### config.mk
export PLATFORM = sky130hd
export DESIGN_NAME = mem_access_unit
export DESIGN_NICKNAME = d
export VERILOG_FILES = /design/src/rtl/mem_access_unit_pkg.sv /design/src/rtl/mem_lane_align.sv /design/src/rtl/mem_access_unit.sv
export SDC_FILE = /design/constraint.sdc
export NUM_CORES = 1
export LEC_CHECK = 0
export BUFFER_PORTS_ARGS = -buffer_cell sky130_fd_sc_hd__buf_2
export CORE_ASPECT_RATIO = 0.8
export CORE_MARGIN = 1
export CORE_UTILIZATION = 44
export DETAILED_ROUTE_END_ITERATION = 6
export GPL_TIMING_DRIVEN = 0
export PLACE_DENSITY = 0.72
export SLEW_MARGIN = 20
export SYNTH_ARGS = -nofsm -noshare
export SYNTH_HDL_FRONTEND = slang
export SYNTH_SLANG_ARGS = --single-unit
### constraint.sdc
create_clock -name clk -period 3.06 [get_ports clk]
set_input_delay 0.153 -clock clk [delete_from_list [all_inputs] [get_ports clk]]
set_output_delay 0.153 -clock clk [all_outputs]
set_load 0.02 [all_outputs]
### src/rtl/mem_access_unit_pkg.sv
// Shared definitions for the memory access unit.
// Holds the RV32I load/store width codes (funct3), the FSM state encoding
// and a helper that classifies a request as misaligned or unsupported.
package mem_access_unit_pkg;

  // Load width/sign codes
  localparam logic [2:0] F3_LB  = 3'b000;
  localparam logic [2:0] F3_LH  = 3'b001;
  localparam logic [2:0] F3_LW  = 3'b010;
  localparam logic [2:0] F3_LBU = 3'b100;
  localparam logic [2:0] F3_LHU = 3'b101;

  // Store width codes (share encodings with the signed loads)
  localparam logic [2:0] F3_SB  = 3'b000;
  localparam logic [2:0] F3_SH  = 3'b001;
  localparam logic [2:0] F3_SW  = 3'b010;

  typedef enum logic [2:0] {
    IDLE     = 3'd0,
    LOAD     = 3'd1,
    STORE_RD = 3'd2,
    STORE_WR = 3'd3,
    RESP     = 3'd4
  } state_e;

  // Returns 1 when the request must be answered with an error instead of
  // touching memory: unknown width code, or an address not aligned to it.
  function automatic logic req_is_bad(input logic       we,
                                      input logic [2:0] funct3,
                                      input logic [1:0] lane);
    logic bad;
    bad = 1'b1;
    if (we) begin
      case (funct3)
        F3_SB:   bad = 1'b0;
        F3_SH:   bad = lane[0];
        F3_SW:   bad = (lane != 2'b00);
        default: bad = 1'b1;
      endcase
    end else begin
      case (funct3)
        F3_LB, F3_LBU: bad = 1'b0;
        F3_LH, F3_LHU: bad = lane[0];
        F3_LW:         bad = (lane != 2'b00);
        default:       bad = 1'b1;
      endcase
    end
    return bad;
  endfunction

endpackage

### src/rtl/mem_lane_align.sv
// Combinational byte-lane alignment for the memory access unit.
//   funct3     : width/sign code of the current access
//   lane       : byte offset within the word (addr[1:0])
//   mem_word   : word read from memory
//   wdata      : store data, LSB-aligned
//   load_data  : selected lane(s), sign- or zero-extended to 32 bits
//   store_word : mem_word with the store data merged into the selected lane(s)
module mem_lane_align
  import mem_access_unit_pkg::*;
(
  input  logic [2:0]  funct3,
  input  logic [1:0]  lane,
  input  logic [31:0] mem_word,
  input  logic [31:0] wdata,
  output logic [31:0] load_data,
  output logic [31:0] store_word
);

  logic [7:0]  word_bytes [4];
  logic [3:0]  lane_hit;
  logic [7:0]  byte_sel;
  logic [15:0] half_sel;

  genvar gi;
  generate
    for (gi = 0; gi < 4; gi++) begin : g_lane
      assign word_bytes[gi] = mem_word[8*gi +: 8];

      // A halfword store covers both bytes of the half chosen by lane[1].
      assign lane_hit[gi] = (funct3 == F3_SW)
                         || ((funct3 == F3_SB) && (lane == 2'(gi)))
                         || ((funct3 == F3_SH) && (lane[1] == (gi >= 2)));

      // Byte stores replicate wdata[7:0]; halfword stores take the low or
      // high byte of wdata[15:0] depending on the lane's position in the half.
      assign store_word[8*gi +: 8] = !lane_hit[gi]        ? word_bytes[gi]
                                   : (funct3 == F3_SB)    ? wdata[7:0]
                                   : (funct3 == F3_SH)    ? wdata[8*(gi%2) +: 8]
                                   :                        wdata[8*gi +: 8];
    end
  endgenerate

  assign byte_sel = word_bytes[lane];
  assign half_sel = lane[1] ? mem_word[31:16] : mem_word[15:0];

  always_comb begin
    load_data = '0;
    case (funct3)
      F3_LB:   load_data = {{24{byte_sel[7]}}, byte_sel};
      F3_LH:   load_data = {{16{half_sel[15]}}, half_sel};
      F3_LW:   load_data = mem_word;
      F3_LBU:  load_data = {24'd0, byte_sel};
      F3_LHU:  load_data = {16'd0, half_sel};
      default: load_data = '0;
    endcase
  end

endmodule

### src/rtl/mem_access_unit.sv
// Load/store unit between an RV32I pipeline and a single-port word memory
// with combinational read data.
//   clk, rst                      : clock, synchronous active-high reset
//   req_valid/we/funct3/addr/wdata: request from the pipeline
//   ready                         : unit is idle and will accept a request
//   done, err, rdata              : one-cycle completion pulse with status/data
//   mem_addr, mem_we, mem_din     : memory word address, write strobe, data
//   mem_dout                      : memory read data for mem_addr
// Sub-word stores are read-modify-write: read the word, merge, write back.
module mem_access_unit
  import mem_access_unit_pkg::*;
(
  input  logic        clk,
  input  logic        rst,
  input  logic        req_valid,
  input  logic        req_we,
  input  logic [2:0]  req_funct3,
  input  logic [31:0] req_addr,
  input  logic [31:0] req_wdata,
  output logic        ready,
  output logic        done,
  output logic        err,
  output logic [31:0] rdata,
  output logic [9:0]  mem_addr,
  output logic        mem_we,
  output logic [31:0] mem_din,
  input  logic [31:0] mem_dout
);

  state_e      state_reg;
  logic [2:0]  funct3_reg;
  logic [1:0]  lane_reg;
  logic [31:0] wdata_reg;
  logic [9:0]  mem_addr_reg;
  logic [31:0] mem_din_reg;
  logic        mem_we_reg;
  logic        ready_reg;
  logic        done_reg;
  logic        err_reg;
  logic [31:0] rdata_reg;

  logic [31:0] load_data;
  logic [31:0] store_word;
  logic        req_bad;

  // Only the low 12 address bits reach the 1K-word memory.
  logic unused_addr_bits;
  assign unused_addr_bits = &{1'b0, req_addr[31:12]};

  assign req_bad = req_is_bad(req_we, req_funct3, req_addr[1:0]);

  mem_lane_align u_lane_align (
    .funct3     (funct3_reg),
    .lane       (lane_reg),
    .mem_word   (mem_dout),
    .wdata      (wdata_reg),
    .load_data  (load_data),
    .store_word (store_word)
  );

  always_ff @(posedge clk) begin
    if (rst) begin
      state_reg    <= IDLE;
      funct3_reg   <= '0;
      lane_reg     <= '0;
      wdata_reg    <= '0;
      mem_addr_reg <= '0;
      mem_din_reg  <= '0;
      mem_we_reg   <= 1'b0;
      ready_reg    <= 1'b1;
      done_reg     <= 1'b0;
      err_reg      <= 1'b0;
      rdata_reg    <= '0;
    end else begin
      done_reg   <= 1'b0;
      mem_we_reg <= 1'b0;
      case (state_reg)
        IDLE: begin
          if (req_valid) begin
            funct3_reg   <= req_funct3;
            lane_reg     <= req_addr[1:0];
            wdata_reg    <= req_wdata;
            mem_addr_reg <= req_addr[11:2];
            ready_reg    <= 1'b0;
            if (req_bad) begin
              state_reg <= RESP;
              done_reg  <= 1'b1;
              err_reg   <= 1'b1;
              rdata_reg <= '0;
            end else if (!req_we) begin
              state_reg <= LOAD;
            end else if (req_funct3 == F3_SW) begin
              // Full-word store needs no read, write straight away.
              state_reg   <= STORE_WR;
              mem_we_reg  <= 1'b1;
              mem_din_reg <= req_wdata;
            end else begin
              state_reg <= STORE_RD;
            end
          end
        end
        LOAD: begin
          rdata_reg <= load_data;
          err_reg   <= 1'b0;
          done_reg  <= 1'b1;
          state_reg <= RESP;
        end
        STORE_RD: begin
          mem_din_reg <= store_word;
          mem_we_reg  <= 1'b1;
          state_reg   <= STORE_WR;
        end
        STORE_WR: begin
          rdata_reg <= '0;
          err_reg   <= 1'b0;
          done_reg  <= 1'b1;
          state_reg <= RESP;
        end
        RESP: begin
          err_reg   <= 1'b0;
          ready_reg <= 1'b1;
          state_reg <= IDLE;
        end
        default: begin
          ready_reg <= 1'b1;
          state_reg <= IDLE;
        end
      endcase
    end
  end

  assign ready    = ready_reg;
  assign done     = done_reg;
  assign err      = err_reg;
  assign rdata    = rdata_reg;
  assign mem_addr = mem_addr_reg;
  assign mem_din  = mem_din_reg;
  // A reset arriving during the write cycle suppresses that write too.
  assign mem_we   = mem_we_reg & ~rst;

endmodule
Yosys cells after proc, flatten, opt, wreduce, memory -nomap -nowiden
Cells that the tools add are included.
{ "totals": {"output_inout_bits": 78, "ff_bits": 118} }
{ "op_classes": {"order_cmp": 1, "n_bitwise": 5, "n_reduce_logical": 32, "n_mux": 43, "n_eq_ne": 20} }
{ "ops": {"columns": ["operator", "n"], "rows": [
  ["32-bit 2-to-1 mux", 6],
  ["32-bit one-hot mux with 5 select lines", 1],
  ["32-bit one-hot mux with 3 select lines", 1],
  ["8-bit 2-to-1 mux", 11],
  ["32-bit one-hot mux with 2 select lines", 1],
  ["8-bit binary-select mux with 2-bit select", 1],
  ["16-bit 2-to-1 mux", 1],
  ["3-bit == test, second input constant", 5],
  ["3-bit by 2-bit == test with 1-bit output, second input constant", 4],
  ["1-bit 2-to-1 mux", 11],
  ["2-bit != test, second input constant", 5],
  ["3-bit by 1-bit == test with 1-bit output, second input constant", 3],
  ["3-bit zero test", 3],
  ["3-bit one-hot mux with 3 select lines", 1],
  ["1-bit logical OR", 8],
  ["1-bit one-hot mux with 2 select lines", 4],
  ["1-bit logical AND", 6],
  ["3-bit 2-to-1 mux", 2],
  ["1-bit one-hot mux with 3 select lines", 2],
  ["3-bit AND reduction", 2],
  ["2-bit nonzero test", 3],
  ["2-bit OR reduction", 3],
  ["3-bit OR reduction", 2],
  ["5-bit AND reduction", 1],
  ["10 further kinds", 14]
]} }

Logic depth before layout (Yosys ltp)
{ "depth": {"word_depth": 7, "depth_mapped": 8, "depth_no_buf": 5} }

Cells and area by module
Synthesis repeated with hierarchy kept, for this count alone.
{ "hier_totals": {"hier_cells": 850, "area_unflattened_um2": 6967.9} }
{ "modules_own_cells": {"columns": ["module", "area_each_um2", "cells_per_inst", "n_inst"], "rows": [
  ["mem_access_unit", 5353.9, 616, 1],
  ["mem_lane_align", 1614.0, 234, 1]
]} }

Least setup slack after synthesis
OpenSTA, ideal clock, no wires.
{ "synth_path": {"path_type": "reg2reg", "start": "register lane_reg[0]", "end": "register rdata_reg[16], in the netlist rdata[16]", "t_required_ns": 2.946, "path_stages_with_launch": 8, "n_path_buf": 2, "slack_ns": 1.342, "setup_ns": 0.114, "arrival_ns": 1.604, "path_cell_list": "dfxtp_1 -> mux4_2 -> mux2i_1 -> or2_1 -> buf_2 -> buf_4 -> a21oi_1 -> a21o_1"} }
{ "synth_between": {"elab_chain_cells": 6} }
{ "synth_lines": {"columns": ["element", "line", "text"], "rows": [
  ["start, declared", "mem_access_unit.sv:32", "logic [1:0] lane_reg;"],
  ["start signal, assigned", "mem_access_unit.sv:81", "lane_reg <= req_addr[1:0];"],
  ["2-bit inverter with 3-bit output (not written as such)", "mem_lane_align.sv:43", "assign byte_sel = word_bytes[lane];"],
  ["8-bit binary-select mux with 2-bit select", "mem_lane_align.sv:43", null],
  ["8-bit 2-to-1 mux (not written as such) (2 in series)", "mem_lane_align.sv:43", null],
  ["32-bit one-hot mux with 5 select lines", "mem_lane_align.sv:48", "case (funct3)"],
  ["32-bit one-hot mux with 3 select lines", "mem_access_unit.sv:77", "case (state_reg)"],
  ["end signal, assigned", "mem_access_unit.sv:103", "rdata_reg <= load_data;"],
  ["end, declared", "mem_access_unit.sv:40", "logic [31:0] rdata_reg;"]
]} }
No other way between the ends. The select of a mux whose other input is x is not followed.
A chain may end at the register's enable or synchronous reset.

Worst setup path in the final report
{ "layout_path": {"start": "register funct3_reg[1]", "end": "register rdata_reg[15], in the netlist rdata[15]"} }
{ "layout_between": {"elab_chain_cells": 3} }
{ "layout_lines": {"columns": ["element", "line", "text"], "rows": [
  ["start, declared", "mem_access_unit.sv:31", "logic [2:0] funct3_reg;"],
  ["start signal, assigned", "mem_access_unit.sv:80", "funct3_reg <= req_funct3;"],
  ["3-bit == test, or another cell as far along", "mem_lane_align.sv:48", null],
  ["32-bit one-hot mux with 5 select lines (*)", "mem_lane_align.sv:48", null],
  ["32-bit one-hot mux with 3 select lines (*)", "mem_access_unit.sv:77", null]
]} }
Every way passes the cells marked *; elsewhere a longest branch is shown, timed or not.

==> results_dict.tcl <==
set metrics [dict create \
    crit_type "register to register" \
    syn_nets 795 \
    routabilityCongestion 0.9296 \
    power.density_nw_per_um2 597.2 \
    yosysMostFrequentCell "nand2_1" \
    grt_overflow_total 0 \
    p_leak_nw 3.525 \
    endpoint_kind "register" \
    clock_latency_ps 420 \
    dieArea_um2 13420 \
    dpl_cell_area_um2 6714 \
    grt_pass1_vias 5741 \
    routed_wl_mm 19.54 \
    fin_area_um2 7750 \
    synth_top_area_share 0.4145 \
    fin_crit_ps 2166 \
    cap_violations 0 \
    cp_data_arrival_time_ps 2520 \
    grt_usage 0.2959 \
    clockRootBuffer "clkbuf_16" \
    grt_max_degree 17 \
    num_antenna_cells 0 \
    path_clk_slew_ps 60 \
    initial_core_util 0.4601 \
    wire_per_inst_um 17.88 \
    grt_pass1_wl_mm 30.11 \
    cts.sinks 118 \
    drt-initial-drc-count 527 \
    io_buffers 160 \
    drt_pass1_iterations 7 \
    maxSlewHeadroom 0.5085 \
    max_freq_ghz 0.4618 \
    pin_count 181 \
    slew_viol_final 0 \
    antenna_found_initial 0 \
    outcome "finished, final reports clean" \
    cp_max_fo 10 \
    rows 36 \
    synth_seq_cells 118 \
    dieWidth_um 129.2 \
    dpl.hpwl_mm 14.25 \
    syn_inst 692 \
    drc 0 \
    final_nets 1012 \
    vias 6199 \
    cts_htree_levels 4 \
    ant_nets 0 \
    viasPerCell 5.672 \
    clockBufferDepth 2 \
    layout-drive-gt1-share 0.2679 \
    synth.avg_cell_area_um2 8.236 \
    die_y_um 103.8 \
    hold_violations 0 \
    fin_crit_sh 0.7077 \
    async_reset_ff_frac 0 \
    yosysWarnings 0 \
    synth-edff-count 0 \
    core-area_um2 12390 \
    cts_made_buffers 17 \
    finalCoreUtilization 0.6257 \
    ir_drop_mv 0.4279 \
    clock_skew_ps 8.902 \
    tightest_slew_ps 735.8 \
    yosysTopAreaCell "dfxtp_1" \
    syn_to_final_growth_pct 35.98 \
    start_kind "register" \
    cts_tree "done" \
    synth_ff_type "dfxtp_1" \
    setup-violations-final 0 \
    netlist-cell-type-count 52 \
    synth_seq_area_share 0.4145 \
    rsz0062_at_grt "false" \
    tns_ps 0 \
    cp.required_ps 3410 \
    hold_class "input port to register" \
    mappedNetlistArea_um2 5699 \
    synth_area_leaders "dfxtp_1, nand2_1, a21oi_1, mux2i_1, nor2_1" \
    synth_common_cells "nand2_1, dfxtp_1, a21oi_1" \
]
[metrics by stage]
stage	power (mW)	setup WS [ps]	hold WS, ps	std cells
after global placement	2.368	1052	395.0	1023
final	4.628	894.5	5.973	1093
after floorplan	2.127	1342	272.2	692
after global routing	4.776	753.5	7.364	1093
after CTS	4.610	1004	0.2985	1092
after detailed placement	2.374	1022	400.1	1023
[worst max-delay path, stage by stage (launching register included)]
cell and delay (ps):
dfxtp_1 370, buf_2 260, nor3b_2 640, o21bai_1 450
a221oi_1 210, o21ai_1 160
[kinds of logic (layout without fill, tap and decap cells)]
logic type             count (synthesis)  count (layout)  share of synthesized area
AND/OR/NAND/NOR                      248             248                     0.1840
multiplexers                          51              51                     0.1091
AO/OA/AOI/OAI                        206             206                     0.2373
flip-flops                           118             118                     0.4145
buffers and inverters                 69             299                    0.05510
[power by group]
part	switching, mW	total, mW	internal [mW]
clock network	0.739	2.22	1.48
logic	0.449	0.741	0.292
registers	0.0562	1.67	1.61
[cell usage in the layout (no fill, tap or decap), types with 9 or more instances in the layout]
cell type / instances
o211ai_1: 16
clkbuf_1: 28
nor2_1: 61
nand2_1: 146
o21ai_0: 19
mux2i_1: 34
dlygate4sd3_1: 38
a21oi_1: 83
dfxtp_1: 118
mux2_2: 9
clkbuf_16: 17
o21ai_1: 9
a21o_1: 17
buf_2: 186
[routing by layer]
layer / part of all wire / global-route usage
met1: 0.44 / 0.4084
met2: 0.45 / 0.4535
met3: 0.10 / 0.07800
met4: 0.012 / 0.07731
met5: 0 / 0
[worst paths after layout]
kind	from	cells after the start	slack, ps	end
worst min-delay path	req_addr[1]	3	6	lane_reg[1]
worst max register to register	funct3_reg[1]	5	890	rdata[15]
worst min register to register	rdata[16]	1	440	rdata[16]
worst max-delay path	funct3_reg[1]	5	890	rdata[15]
[final cells by class]
type | instances | area (um2)
Multi-Input combinational cell | 505 | 3023
Clock buffer | 19 | 452.9
Sequential cell | 118 | 2362
Timing Repair Buffer | 198 | 1181
Clock inverter | 13 | 202.7
Tap cell | 171 | 214.0
Inverter | 9 | 33.78
Fill cell | 1109 | 4637
Buffer | 60 | 280.3
[timing repair]
| action | 4_1_cts | 5_1_grt |
|---|---|---|
| hold buffers | 37 | 1 |
| resized for setup | 0 | 0 |
| endpoints found under the hold margin | 37 | 1 |
| setup buffers | 0 | 0 |
(Power assumes the default switching activity.)
